===== src/rtl/rip_csr_unit_if.sv =====
// Pipeline <-> CSR unit bundle: Zicsr request/response, trap and MRET requests, PC redirect, stall.
interface rip_csr_unit_if #(parameter int XLEN = 32);
    logic            csr_valid;
    logic [2:0]      csr_op;
    logic [11:0]     csr_addr;
    logic [XLEN-1:0] csr_wdata;
    logic [XLEN-1:0] csr_rdata;
    logic            csr_rvalid;
    logic            csr_illegal;
    logic            trap_req;
    logic [XLEN-1:0] trap_cause;
    logic [XLEN-1:0] trap_pc;
    logic            mret_req;
    logic            instret_pulse;
    logic            redirect_valid;
    logic [XLEN-1:0] redirect_pc;
    logic            busy;

    modport master (
        output csr_valid, csr_op, csr_addr, csr_wdata, trap_req, trap_cause, trap_pc,
               mret_req, instret_pulse,
        input  csr_rdata, csr_rvalid, csr_illegal, redirect_valid, redirect_pc, busy
    );

    modport slave (
        input  csr_valid, csr_op, csr_addr, csr_wdata, trap_req, trap_cause, trap_pc,
               mret_req, instret_pulse,
        output csr_rdata, csr_rvalid, csr_illegal, redirect_valid, redirect_pc, busy
    );
endinterface


===== src/rtl/rip_csr_unit.sv =====
// Machine-mode CSR file + trap/MRET sequencer for the rip core.
// Optional 64-bit mcycle/minstret counters when RIP_CSR_COUNTERS_EN is defined.
module rip_csr_unit #(
    parameter int              XLEN        = 32,
    parameter logic [XLEN-1:0] MTVEC_RESET = '0,
    parameter logic [XLEN-1:0] HART_ID     = '0
) (
    input logic           clk,
    input logic           rst,
    rip_csr_unit_if.slave bus
);
    localparam logic [11:0] A_MSTATUS  = 12'h300;
    localparam logic [11:0] A_MTVEC    = 12'h305;
    localparam logic [11:0] A_MSCRATCH = 12'h340;
    localparam logic [11:0] A_MEPC     = 12'h341;
    localparam logic [11:0] A_MCAUSE   = 12'h342;
    localparam logic [11:0] A_MHARTID  = 12'hF14;
`ifdef RIP_CSR_COUNTERS_EN
    localparam logic [11:0] A_MCYCLE    = 12'hB00;
    localparam logic [11:0] A_MCYCLEH   = 12'hB80;
    localparam logic [11:0] A_MINSTRET  = 12'hB02;
    localparam logic [11:0] A_MINSTRETH = 12'hB82;
    localparam logic [11:0] A_CYCLE     = 12'hC00;
    localparam logic [11:0] A_CYCLEH    = 12'hC80;
    localparam logic [11:0] A_INSTRET   = 12'hC02;
    localparam logic [11:0] A_INSTRETH  = 12'hC82;
`endif

    typedef enum logic [2:0] {
        S_IDLE, S_TRAP_SAVE, S_TRAP_JUMP, S_MRET_RESTORE, S_MRET_JUMP
    } state_t;

    state_t          state;
    logic            mie, mpie;
    logic [XLEN-1:0] mtvec, mepc, mcause, mscratch;
    logic [XLEN-1:0] trap_pc_q, trap_cause_q;
    logic [XLEN-1:0] rdata_q, redirect_pc_q;
    logic            rvalid_q, illegal_q, redirect_valid_q;
`ifdef RIP_CSR_COUNTERS_EN
    logic [63:0]     mcycle, minstret, mcycle_nxt, minstret_nxt;
`endif

    logic [XLEN-1:0] mstatus_rd, rd_val, wr_val;
    logic            rd_hit, rd_ro, wr_en, illegal, csr_fire, do_wr;

    always_comb begin
        mstatus_rd        = '0;
        mstatus_rd[12:11] = 2'b11;
        mstatus_rd[7]     = mpie;
        mstatus_rd[3]     = mie;
    end

    // Address class 11 in [11:10] is read-only in the Zicsr map.
    always_comb begin
        rd_val = '0;
        rd_hit = 1'b1;
        rd_ro  = (bus.csr_addr[11:10] == 2'b11);
        case (bus.csr_addr)
            A_MSTATUS:  rd_val = mstatus_rd;
            A_MTVEC:    rd_val = mtvec;
            A_MSCRATCH: rd_val = mscratch;
            A_MEPC:     rd_val = mepc;
            A_MCAUSE:   rd_val = mcause;
            A_MHARTID:  rd_val = HART_ID;
`ifdef RIP_CSR_COUNTERS_EN
            A_MCYCLE, A_CYCLE:     rd_val = XLEN'(mcycle);
            A_MINSTRET, A_INSTRET: rd_val = XLEN'(minstret);
            A_MCYCLEH, A_CYCLEH: begin
                if (XLEN == 32) rd_val = XLEN'(mcycle[63:32]);
                else            rd_hit = 1'b0;
            end
            A_MINSTRETH, A_INSTRETH: begin
                if (XLEN == 32) rd_val = XLEN'(minstret[63:32]);
                else            rd_hit = 1'b0;
            end
`endif
            default: rd_hit = 1'b0;
        endcase
    end

    always_comb begin
        case (bus.csr_op[1:0])
            2'b10:   wr_val = rd_val | bus.csr_wdata;
            2'b11:   wr_val = rd_val & ~bus.csr_wdata;
            default: wr_val = bus.csr_wdata;
        endcase
    end

    // Set/clear with a zero operand is a pure read and must not trip the RO check.
    assign wr_en    = (bus.csr_op[1:0] == 2'b01) || (bus.csr_wdata != '0);
    assign illegal  = !rd_hit || (bus.csr_op[1:0] == 2'b00) || (rd_ro && wr_en);
    assign csr_fire = (state == S_IDLE) && bus.csr_valid && !bus.trap_req && !bus.mret_req;
    assign do_wr    = csr_fire && !illegal && wr_en;

    always_ff @(posedge clk) begin
        if (rst) begin
            state            <= S_IDLE;
            mie              <= 1'b0;
            mpie             <= 1'b0;
            mtvec            <= {MTVEC_RESET[XLEN-1:2], 2'b00};
            mepc             <= '0;
            mcause           <= '0;
            mscratch         <= '0;
            trap_pc_q        <= '0;
            trap_cause_q     <= '0;
            rdata_q          <= '0;
            rvalid_q         <= 1'b0;
            illegal_q        <= 1'b0;
            redirect_valid_q <= 1'b0;
            redirect_pc_q    <= '0;
        end else begin
            rvalid_q         <= 1'b0;
            illegal_q        <= 1'b0;
            redirect_valid_q <= 1'b0;
            case (state)
                S_IDLE: begin
                    if (bus.trap_req) begin
                        trap_pc_q    <= {bus.trap_pc[XLEN-1:2], 2'b00};
                        trap_cause_q <= bus.trap_cause;
                        state        <= S_TRAP_SAVE;
                    end else if (bus.mret_req) begin
                        state <= S_MRET_RESTORE;
                    end else if (bus.csr_valid) begin
                        rvalid_q  <= 1'b1;
                        illegal_q <= illegal;
                        rdata_q   <= illegal ? '0 : rd_val;
                        if (do_wr) begin
                            case (bus.csr_addr)
                                A_MSTATUS: begin
                                    mie  <= wr_val[3];
                                    mpie <= wr_val[7];
                                end
                                A_MTVEC:    mtvec    <= {wr_val[XLEN-1:2], 2'b00};
                                A_MSCRATCH: mscratch <= wr_val;
                                A_MEPC:     mepc     <= {wr_val[XLEN-1:2], 2'b00};
                                A_MCAUSE:   mcause   <= wr_val;
                                default: ;
                            endcase
                        end
                    end
                end
                S_TRAP_SAVE: begin
                    mepc             <= trap_pc_q;
                    mcause           <= trap_cause_q;
                    mpie             <= mie;
                    mie              <= 1'b0;
                    redirect_valid_q <= 1'b1;
                    redirect_pc_q    <= mtvec;
                    state            <= S_TRAP_JUMP;
                end
                S_MRET_RESTORE: begin
                    mie              <= mpie;
                    mpie             <= 1'b1;
                    redirect_valid_q <= 1'b1;
                    redirect_pc_q    <= mepc;
                    state            <= S_MRET_JUMP;
                end
                default: state <= S_IDLE;
            endcase
        end
    end

`ifdef RIP_CSR_COUNTERS_EN
    // A software write replaces the whole counter value for that cycle, increment dropped.
    always_comb begin
        mcycle_nxt   = mcycle + 64'd1;
        minstret_nxt = minstret + {63'd0, bus.instret_pulse};
        if (do_wr && bus.csr_addr == A_MCYCLE) begin
            mcycle_nxt              = mcycle;
            mcycle_nxt[XLEN-1:0]    = wr_val;
        end else if (do_wr && bus.csr_addr == A_MCYCLEH) begin
            mcycle_nxt              = mcycle;
            mcycle_nxt[63:32]       = wr_val[31:0];
        end
        if (do_wr && bus.csr_addr == A_MINSTRET) begin
            minstret_nxt            = minstret;
            minstret_nxt[XLEN-1:0]  = wr_val;
        end else if (do_wr && bus.csr_addr == A_MINSTRETH) begin
            minstret_nxt            = minstret;
            minstret_nxt[63:32]     = wr_val[31:0];
        end
    end

    always_ff @(posedge clk) begin
        if (rst) begin
            mcycle   <= '0;
            minstret <= '0;
        end else begin
            mcycle   <= mcycle_nxt;
            minstret <= minstret_nxt;
        end
    end

    logic unused_ok;
    assign unused_ok = bus.csr_op[2];
`else
    logic unused_ok;
    assign unused_ok = ^{bus.csr_op[2], bus.instret_pulse};
`endif

    assign bus.csr_rdata      = rdata_q;
    assign bus.csr_rvalid     = rvalid_q;
    assign bus.csr_illegal    = illegal_q;
    assign bus.redirect_valid = redirect_valid_q;
    assign bus.redirect_pc    = redirect_pc_q;
    assign bus.busy           = (state != S_IDLE);
endmodule


===== src/flat_wrapper.sv =====
// flat-port wrapper written by rule: the top's interface ports become plain ports
module rip_csr_unit_flat 
#(
    parameter int              XLEN        = 32,
    parameter logic [XLEN-1:0] MTVEC_RESET = '0,
    parameter logic [XLEN-1:0] HART_ID     = '0
)
  (clk, rst, bus_csr_valid, bus_csr_op, bus_csr_addr, bus_csr_wdata, bus_trap_req, bus_trap_cause, bus_trap_pc, bus_mret_req, bus_instret_pulse, bus_csr_rdata, bus_csr_rvalid, bus_csr_illegal, bus_redirect_valid, bus_redirect_pc, bus_busy);
  rip_csr_unit_if #(.XLEN(XLEN)) bus_i ();
  input logic clk;
  input logic rst;
  input wire logic [$bits(bus_i.csr_valid)-1:0] bus_csr_valid;
  input wire logic [$bits(bus_i.csr_op)-1:0] bus_csr_op;
  input wire logic [$bits(bus_i.csr_addr)-1:0] bus_csr_addr;
  input wire logic [$bits(bus_i.csr_wdata)-1:0] bus_csr_wdata;
  input wire logic [$bits(bus_i.trap_req)-1:0] bus_trap_req;
  input wire logic [$bits(bus_i.trap_cause)-1:0] bus_trap_cause;
  input wire logic [$bits(bus_i.trap_pc)-1:0] bus_trap_pc;
  input wire logic [$bits(bus_i.mret_req)-1:0] bus_mret_req;
  input wire logic [$bits(bus_i.instret_pulse)-1:0] bus_instret_pulse;
  output wire logic [$bits(bus_i.csr_rdata)-1:0] bus_csr_rdata;
  output wire logic [$bits(bus_i.csr_rvalid)-1:0] bus_csr_rvalid;
  output wire logic [$bits(bus_i.csr_illegal)-1:0] bus_csr_illegal;
  output wire logic [$bits(bus_i.redirect_valid)-1:0] bus_redirect_valid;
  output wire logic [$bits(bus_i.redirect_pc)-1:0] bus_redirect_pc;
  output wire logic [$bits(bus_i.busy)-1:0] bus_busy;
  assign bus_i.csr_valid = bus_csr_valid;
  assign bus_i.csr_op = bus_csr_op;
  assign bus_i.csr_addr = bus_csr_addr;
  assign bus_i.csr_wdata = bus_csr_wdata;
  assign bus_i.trap_req = bus_trap_req;
  assign bus_i.trap_cause = bus_trap_cause;
  assign bus_i.trap_pc = bus_trap_pc;
  assign bus_i.mret_req = bus_mret_req;
  assign bus_i.instret_pulse = bus_instret_pulse;
  assign bus_csr_rdata = bus_i.csr_rdata;
  assign bus_csr_rvalid = bus_i.csr_rvalid;
  assign bus_csr_illegal = bus_i.csr_illegal;
  assign bus_redirect_valid = bus_i.redirect_valid;
  assign bus_redirect_pc = bus_i.redirect_pc;
  assign bus_busy = bus_i.busy;
  rip_csr_unit #(.XLEN(XLEN), .MTVEC_RESET(MTVEC_RESET), .HART_ID(HART_ID)) u_core (.clk(clk), .rst(rst), .bus(bus_i));
endmodule

===== config.mk =====
export PLATFORM = sky130hd
export DESIGN_NAME = rip_csr_unit_flat
export DESIGN_NICKNAME = d
export VERILOG_FILES = /design/src/rtl/rip_csr_unit_if.sv /design/src/rtl/rip_csr_unit.sv /design/src/flat_wrapper.sv
export SDC_FILE = /design/constraint.sdc
export NUM_CORES = 1
export LEC_CHECK = 0
export BUFFER_PORTS_ARGS = -buffer_cell sky130_fd_sc_hd__buf_4
export CAP_MARGIN = 20
export CELL_PAD_IN_SITES_DETAIL_PLACEMENT = 1
export CELL_PAD_IN_SITES_GLOBAL_PLACEMENT = 2
export CORE_ASPECT_RATIO = 0.5
export CORE_MARGIN = 4
export CORE_UTILIZATION = 38
export CTS_BUF_LIST = sky130_fd_sc_hd__clkbuf_4 sky130_fd_sc_hd__clkbuf_8
export DETAILED_ROUTE_END_ITERATION = 8
export PLACE_DENSITY_LB_ADDON = 0.25
export SKIP_LAST_GASP = 1
export SLEW_MARGIN = 20
export SYNTH_ARGS = -nofsm -noshare
export SYNTH_HDL_FRONTEND = slang
export SYNTH_SLANG_ARGS = --single-unit

===== constraint.sdc =====
create_clock -name clk -period 6.05 [get_ports clk]
set_input_delay 0.605 -clock clk [delete_from_list [all_inputs] [get_ports clk]]
set_output_delay 0.605 -clock clk [all_outputs]
set_load 0.01 [all_outputs]

Word level (Yosys, flattened, before mapping) --
Cells that the tools add are included.
Storage, ports and cells: register bits after elaboration 260
Operators by class: eq/ne operators 20, mux-type cells 34, bitwise gates (word level) 7, reduce and logical (&&, ||, !) cells 31
Operators with widths (count):
- $mux W32 | 11
- $pmux W32 S2 | 4
- $pmux W32 S5 | 1
- $eq A12 B10 Y1 const B | 5
- $and A32 B32 Y32 | 1
- $not A32 Y32 | 1
- $or A32 B32 Y32 | 1
- $reduce_bool A32 Y1 | 1
- $reduce_and A6 Y1 | 5
- $mux W1 | 13
- $eq A12 B12 Y1 const B | 1
- $ne A2 B2 Y1 const B | 6
- $pmux W3 S3 | 1
- $eq A2 B2 Y1 const B | 3
- $logic_and A1 B1 Y1 | 6
- $mux W3 | 2
- $pmux W1 S3 | 2
- $reduce_bool A3 Y1 | 2
- $reduce_or A6 Y1 | 1
- $reduce_or A5 Y1 | 1
- $logic_not A1 Y1 | 4
- $not A1 Y1 | 4
- $reduce_and A4 Y1 | 1
- $reduce_bool A2 Y1 | 2
- 11 further kinds | 13

Longest topological paths before layout --
Gate-level depths: netlist (run 1).
depth in word-level cells 14, mapped depth 9, depth with buffers taken out 6

Worst setup path after synthesis (run 1) --
OpenSTA, ideal clock, no wires.
path type input port to flip-flop, from in bus_csr_addr[4], to reg u_core.mcause[11], setup time 139 ps, arrival time 2464 ps, path slack 3448 ps, stages on the path 8, buffers on the path 2, cells stage by stage or4_4 nor2_8 nand3_2 a2111o_1 buf_6 buf_6 a41oi_2 o31ai_1
Between the ends: cells in the longest elaborated chain, start to end 11, elaborated cells between the ends (all ways) 27
Ends and longest elaborated chain:
- start: declaration | RTL line flat_wrapper.sv:14 | input wire logic [$bits(bus_i.csr_addr)-1:0] bus_csr_addr;
- parallel branches: the longest is 11 deep, another holds $pmux W32 S5
- end signal: assignment | RTL line rip_csr_unit.sv:136 | A_MCAUSE: mcause <= wr_val;
- end signal: assignment | RTL line rip_csr_unit.sv:144 | mcause <= trap_cause_q;
- end: declaration | RTL line rip_csr_unit.sv:35 | logic [XLEN-1:0] mtvec, mepc, mcause, mscratch;
Parallel ways; which one is timed is not known. The select of a mux whose other input is x is not followed. A chain may end at the register's enable or synchronous reset.

Final worst setup path (run 1) --
from reg u_core.state[1], to reg u_core.mtvec[2]
Between the ends: cells in the longest elaborated chain, start to end 7
Ends and longest elaborated chain:
- start: declaration | RTL line rip_csr_unit.sv:33 | state_t state;
- start signal: assignment | RTL line rip_csr_unit.sv:97 | state <= S_IDLE;
- start signal: assignment | RTL line rip_csr_unit.sv:120 | state <= S_TRAP_SAVE;
- start signal: assignment | RTL line rip_csr_unit.sv:122 | state <= S_MRET_RESTORE;
- $logic_not A3 Y1 * | RTL line rip_csr_unit.sv:92, rip_csr_unit.sv:115
- $logic_and A1 B1 Y1 (3 in series) | RTL line rip_csr_unit.sv:92 | assign csr_fire = (state == S_IDLE) && bus.csr_valid && !bus.trap_req && !bus.mret_req;
- $logic_and A1 B1 Y1 (2 in series) | RTL line rip_csr_unit.sv:93 | assign do_wr = csr_fire && !illegal && wr_en;
- $reduce_and A6 Y1 (no source line) *
- end signal: assignment | RTL line rip_csr_unit.sv:100 | mtvec <= {MTVEC_RESET[XLEN-1:2], 2'b00};
- end signal: assignment | RTL line rip_csr_unit.sv:133 | A_MTVEC: mtvec <= {wr_val[XLEN-1:2], 2'b00};
- end: declaration | RTL line rip_csr_unit.sv:35
Every way passes the cells marked *; elsewhere a longest branch is shown, timed or not.

==> summary.md, run 1 <==
| Metric | Value |
|---|---|
| Number of post-CTS setup repair buffers | 0 |
| Synthesis Warnings | 0 |
| Initial antenna violation count | 1 |
| Fmax | 277 MHz |
| Drt wl/cell | 25.9 µm |
| Clock input transition at the sequential cells of the worst setup and hold paths | 70 ps |
| Power share of the clock group | 0.421 |
| Clock sink count | 256 |
| DR pass1 iterations | 7 |
| Instance area at placement | 13600 µm² |
| Filler cells | 3637 |
| Starting Density | 0.391 |
| Core area | 30700 µm² |
| P&R area growth vs syn | 21.0% |
| Cell count after synthesis | 1407 |
| Placed cells | 1912 |
| Leakage | 5.16 nW |
| Number of global-route vias before repair | 11.6k |
| Sequential-to-total area share from yosys stat | 0.427 |
| Period utilization | 0.597 |
| TNS Setup | 0 ps |
| Post-Layout Inst Area | 14500 µm² |
| Final Skew | 26.7 ps |
| Worst Hold Launch | bus_trap_pc[9] |
| Post-CTS sizing | 0 |
| CP Launch Type | register |
| Psw | 1.17 mW |
| Vias | 11.8k |
| First-pass GRT wire length | 75500 µm |
| EDFF count, synth | 0 |
| Area of the multi-input gates | 6210 µm² |
| Primary FF master, synth | dfxtp_1 |
| Power Density | 282 nW/µm² |
| Crit Path Class | register to register |
| GR Overflow Total | 0 |
| # Max-Cap Violations | 0 |
| Antenna Nets Post-Route | 0 |
| Chip Width | 259 µm |
| Synthesis-stage register bit count | 256 |
| Critical Path End Type | register |
| WL final | 51400 µm |
| Mapped Area | 12000 µm² |
| Required @ worst endpoint | 6490 ps |
| VDD IR max | 0.107 mV |
| Combinational share of power | 0.134 |
| CP Max Fanout | 42 |
| Syn avg cell area | 8.54 µm² |
| Synth unique cells | 77 |
| Clk root buf | clkbuf_8 |
| Rel. slew slack | 0.211 |
| Row count | 45 |
| TritonCTS clock tree | built |
| Register Area | 5130 µm² |
| Dpl hpwl | 36000 µm |
| Status | complete, no violations |
| Fin Hold WS | 273 ps |
| Commonest non-fill, non-tap cell in the layout | dfxtp_1 |
| Final setup viols | 0 |
| CTS Buf Count | 40 |
| Design internal power | 2.93 mW |
| Fin crit period | 3610 ps |
| Die Ht | 134 µm |
| Ratio of cells with drive above 1 in the final layout | 0.226 |
| Vias/cell | 5.94 |
| Sw frac | 0.286 |
| Die Area | 34700 µm² |
| FFs w/ async S/R, synth | 0 |
| Fin nets | 1648 |
| Setup crit start | u_core.state[1]$_SDFFE_PP0P_ |
| Most frequent cells in the layout | 255 x dfxtp_1, 205 x buf_4, 203 x nand2_1, 145 x a21oi_1, 110 x nor2_1 |
| Initial DRC count | 1297 |
| I/O Pins | 185 |
| Max H-tree Level | 2 |
| Arrival time at the worst endpoint | 4050 ps |
| RSZ-0062 raised after global routing | no |
| GP Congestion | 0.918 |
| GRT Total Usage | 0.287 |
| Max Transition Viols Final | 0 |
| Cts hold-fix bufs | 0 |
| Port bufs | 178 |
| Hold Vio Cnt, Final | 0 |
| Sequential fraction of design power | 0.445 |
| Post-Layout Cell Count | 1986 |
| CTS max path bufs | 3 |
| Reg-to-reg startpoint | u_core.state[1]$_SDFFE_PP0P_ |
| Least-Margin Pin Slew | 1180 ps |
| Largest net degree at the start of global routing | 70 |
| Clock latency on the worst-skew pair | 570 ps |
| Min-Delay Path Class | input pin to register |
| DRC viols | 0 |
==> kinds of logic (layout without fill, tap and decap cells) <==
family,Yosys count,after routing,synth area share
muxes,57,57,0.0475
other,1,3,0.000312
buffers and inverters,169,323,0.0642
AOI/OAI and AO/OA,421,421,0.263
and+or+nand+nor,503,503,0.199
DFF,256,256,0.427
==> power by group through the flow <==
stage          combinational, mW  sequential (mW)  clock, mW
4_1_cts                    0.541             1.82       1.74
6_report                   0.550             1.83       1.73
2_1_floorplan              0.293             1.84          0
3_5_place_dp               0.539             1.86          0
5_1_grt                    0.590             1.83       1.83
3_3_place_gp               0.530             1.86          0
==> synth_stat cells, drive strengths merged (2+ instances only) <==
library cell	n	share of area
a2111o	2	0.0019
a2111oi	5	0.0073
a211o	2	0.0015
a211oi	65	0.052
a21oi	145	0.060
a221oi	28	0.021
a222oi	16	0.013
a22o	5	0.0036
a22oi	28	0.017
a2bb2oi	16	0.012
a31o	2	0.0015
a31oi	4	0.0026
a32oi	2	0.0015
a41oi	2	0.0027
and2	4	0.0021
and3	5	0.0026
buf	38	0.023
clkbuf	87	0.027
dfxtp	256	0.43
inv	44	0.014
mux2i	57	0.047
nand2	204	0.064
nand2b	10	0.0052
nand3	40	0.019
nand3b	10	0.0062
nand4	31	0.016
nand4b	2	0.0015
nor2	114	0.037
nor2b	3	0.0016
nor3	47	0.020
nor3b	4	0.0025
nor4	13	0.010
nor4b	2	0.0015
o211ai	3	0.0019
o21ai	34	0.014
o22a	2	0.0015
o2bb2ai	9	0.0066
o311ai	27	0.024
o31ai	17	0.011
or2	2	0.0010
or3	2	0.0010
or4	3	0.0022
==> flip-flops by register name, indices dropped and copies added, names as in the netlist <==
name / count
u_core.mcause: 32
u_core.mie: 1
u_core.mscratch: 32
u_core.bus.redirect_valid: 1
u_core.mepc: 30
u_core.bus.csr_illegal: 1
u_core.trap_cause_q: 32
u_core.mtvec: 30
u_core.bus.csr_rvalid: 1
u_core.trap_pc_q: 30
u_core.bus.csr_rdata: 32
u_core.mpie: 1
u_core.state: 3
u_core.bus.redirect_pc: 30
==> worst max-delay path: stages, from the launching register on <==
cell and delay (ps):
dfxtp_2 530, buf_4 370, nor4_2 340, nand4b_1 350
a31o_2 390, a2111oi_4 460, buf_4 680, mux2i_1 290
nor2_1 50
==> area by class of cell <==
type	instances	share of cell area
inverters	44	0.0114
diodes	1	0.000172
clock inverters	5	0.00370
repair buffers	206	0.107
multi-input cells	983	0.427
clock buffers	68	0.0618
flip-flops and latches	256	0.353
well taps	423	0.0364
==> per-layer routing <==
| layer | track usage | wire length, µm | up-vias | share of wire |
|---|---|---|---|---|
| met1 | 0.432 | 24300 | 5849 | 0.47 |
| met3 | 0.129 | 6730 | 50 | 0.13 |
| met4 | 0.0470 | 636 | 0 | 0.012 |
| met5 | 0 | 0 | - | 0 |
| li1 | - | - | 5409 | - |
| met2 | 0.376 | 19700 | 495 | 0.38 |
==> metrics by stage <==
| stage | setup slack, ps | total power, mW | util |
|---|---|---|---|
| 5_1_grt | 2300 | 4.25 | 0.473 |
| 6_report | 2440 | 4.10 | 0.473 |
| 3_3_place_gp | 2250 | 2.39 | 0.441 |
| 2_1_floorplan | 3450 | 2.14 | - |
| 4_1_cts | 2460 | 4.11 | 0.472 |
| 3_5_place_dp | 2180 | 2.40 | 0.441 |
==> path summary, 6_finish.rpt <==
kind | to | depth (start not counted) | slack (ps)
worst max-delay path | u_core.mtvec[2]$_SDFFE_PP0P_ | 8 | 2440
worst min-delay path | u_core.trap_pc_q[9]$_SDFFE_PP0P_ | 3 | 270
worst max register to register | u_core.mtvec[2]$_SDFFE_PP0P_ | 8 | 2440
worst min register to register | u_core.mscratch[6]$_SDFFE_PP0P_ | 2 | 450
Note: power is estimated with default switching activity, not from simulation.
==> run 2, diff against run 1 <==
Settings changed: CORE_UTILIZATION 38 to 32.
Clock period 6.05 ns to 3 ns, I/O delays scaled along.
==> summary.md, run 2 (synthesized netlist as in run 1, its figures left out) <==
| Metric | Value |
|---|---|
| Dpl hpwl | 38600 µm (+7.3%) |
| Least-Margin Pin Slew | 845 ps (-340 ps) |
| Critical Path Stages | 8 (unchanged) |
| GR Overflow Total | 0 (unchanged) |
| Max incr delay on CP | 400 ps (-280 ps) |
| Clock latency on the worst-skew pair | 590 ps (+20 ps) |
| VDD IR max | 0.224 mV (+110%) |
| Row count | 49 (+8.9%) |
| Hold Vio Cnt, Final | 0 (unchanged) |
| Post-Place Worst Slack | 148 ps (-2030 ps) |
| Die Ht | 145 µm (+8.4%) |
| P&R area growth vs syn | 30.0% |
| DR pass1 iterations | 6 (-1) |
| GRT Total Usage | 0.257 (-0.0301) |
| CP Max Fanout | 27 (-36%) |
| Worst setup margin | 394 ps (-2040 ps) |
| Clk root buf | clkbuf_8 |
| Fin nets | 1752 (+6.3%) |
| CP max-delay cell | dfxtp_1 |
| Largest net degree at the start of global routing | 74 (+5.7%) |
| Status | complete, no violations |
| Rel. slew slack | 0.437 (+0.226) |
| Reg-to-reg startpoint | u_core.state[2]$_SDFFE_PP0P_ |
| Hold path cells | 3 (unchanged) |
| Final setup viols | 0 (unchanged) |
| Vias/cell | 5.68 (-4.4%) |
| Power Density | 548 nW/µm² (+94%) |
| Post-CTS sizing | 0 (unchanged) |
| Initial antenna violation count | 1 (unchanged) |
| Min-Delay Path Class | input pin to register |
| Final Core Density | 0.428 (-0.0445) |
| Max Transition Viols Final | 0 (unchanged) |
| Starting Density | 0.329 (-0.0615) |
| WL final | 54400 µm (+5.8%) |
| Clock input transition at the sequential cells of the worst setup and hold paths | 70 ps (about the same) |
| Crit Path Class | register to register |
| Drt wl/cell | 25.2 µm (-2.5%) |
| Required @ worst endpoint | 3470 ps (-3020 ps) |
| Most frequent cells in the layout | 255 x dfxtp_1, 237 x buf_4, 203 x nand2_1, 145 x a21oi_1, 111 x nor2_1 |
| TNS Setup | 0 ps (unchanged) |
| TritonCTS clock tree | built |
| Max H-tree Level | 2 (unchanged) |
| Filler cells | 4279 (+18%) |
| First-pass GRT wire length | 79600 µm (+5.3%) |
| CTS Buf Count | 43 (+7.5%) |
| Vias | 12.2k (+3.8%) |
| Commonest non-fill, non-tap cell in the layout | dfxtp_1 |
| # Max-Cap Violations | 0 (unchanged) |
| DRC viols | 0 (unchanged) |
| Total Power | 8.57 mW (+110%) |
| CP Launch Type | register |
| Number of global-route vias before repair | 12.0k (+3.7%) |
| Leakage | 5.64 nW (+9.4%) |
| Port bufs | 178 (unchanged) |
| Setup crit start | u_core.state[2]$_SDFFE_PP0P_ |
| Fmax | 384 MHz (+39%) |
| Period utilization | 0.869 (+0.271) |
| Clock sink count | 256 (unchanged) |
| Ratio of cells with drive above 1 in the final layout | 0.235 (+0.00948) |
| CP top delay family | compound AO/OA/AOI/OAI gates |
| Fin crit period | 2610 ps (-1010 ps) |
| Worst Hold Launch | bus_mret_req |
| Reg2Reg Depth | 8 (unchanged) |
| GP Congestion | 0.922 (+0.45%) |
| RSZ-0062 raised after global routing | no |
| Final Skew | 17.9 ps (-8.82 ps) |
| Top cell by count, worst path | buf_4 |
| I/O Pins | 185 (unchanged) |
| Arrival time at the worst endpoint | 3080 ps (-970 ps) |
| Core area | 36500 µm² (+19%) |
| Placed cells | 2012 (+5.2%) |
| Die Area | 40900 µm² (+18%) |
| CTS max path bufs | 3 (unchanged) |
| CP Cell Sequence | nor4_2 -> nand4b_1 -> buf_4 -> a31o_2 -> a21oi_1 -> a31oi_2 -> buf_4 -> a221oi_1 |
| Buf/Inv on CP | 2 (unchanged) |
| Chip Width | 282 µm (+8.7%) |
| Critical Path End Type | register |
| Post-Layout Cell Count | 2155 (+8.5%) |
| Antenna Nets Post-Route | 0 (unchanged) |
| Initial DRC count | 1323 (+2.0%) |
[run 2: cell types whose count changed in the layout (fill, tap and decap cells not counted), moves of 2 or more]
cell           before  now
nor2b_2             2    0
buf_4             205  237
bufinv_16           1    3
nor2b_1             0    2
buf_12              0    7
dlygate4sd3_1       0   62
clkbuf_8           62   58
clkinv_2            3   11
[run 2: power by group]
part / total [mW] / switching (mW) / internal, mW
registers: 3.70 / 0.147 / 3.56
clock network: 3.66 / 1.60 / 2.06
logic: 1.20 / 0.754 / 0.450
total: 8.57 / 2.50 / 6.07
[run 2: path summary, 6_finish.rpt]
path | end | slack, ps
min reg2reg | u_core.bus.csr_rdata[15]$_SDFFE_PP0P_ | 450
max | u_core.mepc[8]$_SDFFE_PP0P_ | 390
max reg2reg | u_core.mepc[8]$_SDFFE_PP0P_ | 390
min | u_core.state[0]$_SDFFE_PP0P_ | 40
[run 2: cell type report]
cell class	instances	area, µm²	share of cell area
diodes	2	5.00	0.000320
multi-input cells	983	6170	0.395
clock buffers	63	836	0.0535
well taps	484	606	0.0388
clock inverters	16	161	0.0103
repair buffers	307	2550	0.163
inverters	44	165	0.0106
flip-flops and latches	256	5130	0.328
[run 2: repair_timing]
item	in CTS	in global routing
endpoints found under the hold margin	62	0
hold buffers	62	0
setup buffers	0	0
[run 2: routing by layer]
layer	GRT usage	wire (µm)	vias to the layer above	part of all wire
met1	0.401	26700	6118	0.49
met5	0	0	-	0
met2	0.340	21100	454	0.39
met3	0.0909	6090	49	0.11
li1	-	-	5625	-
met4	0.0388	555	0	0.010
[run 2: through the flow]
step | instance area [µm²] | hold WS [ps]
after global placement | 14000 | 434
final | 15600 | 37.6
after global routing | 15600 | 76.8
after CTS | 15600 | 4.75
after floorplan | 12000 | 427
after detailed placement | 14000 | 444
[run 2: worst min-delay path, cell delays in order]
cell	delay (ps)
buf_4	110
nor2_1	50
nor3_1	110
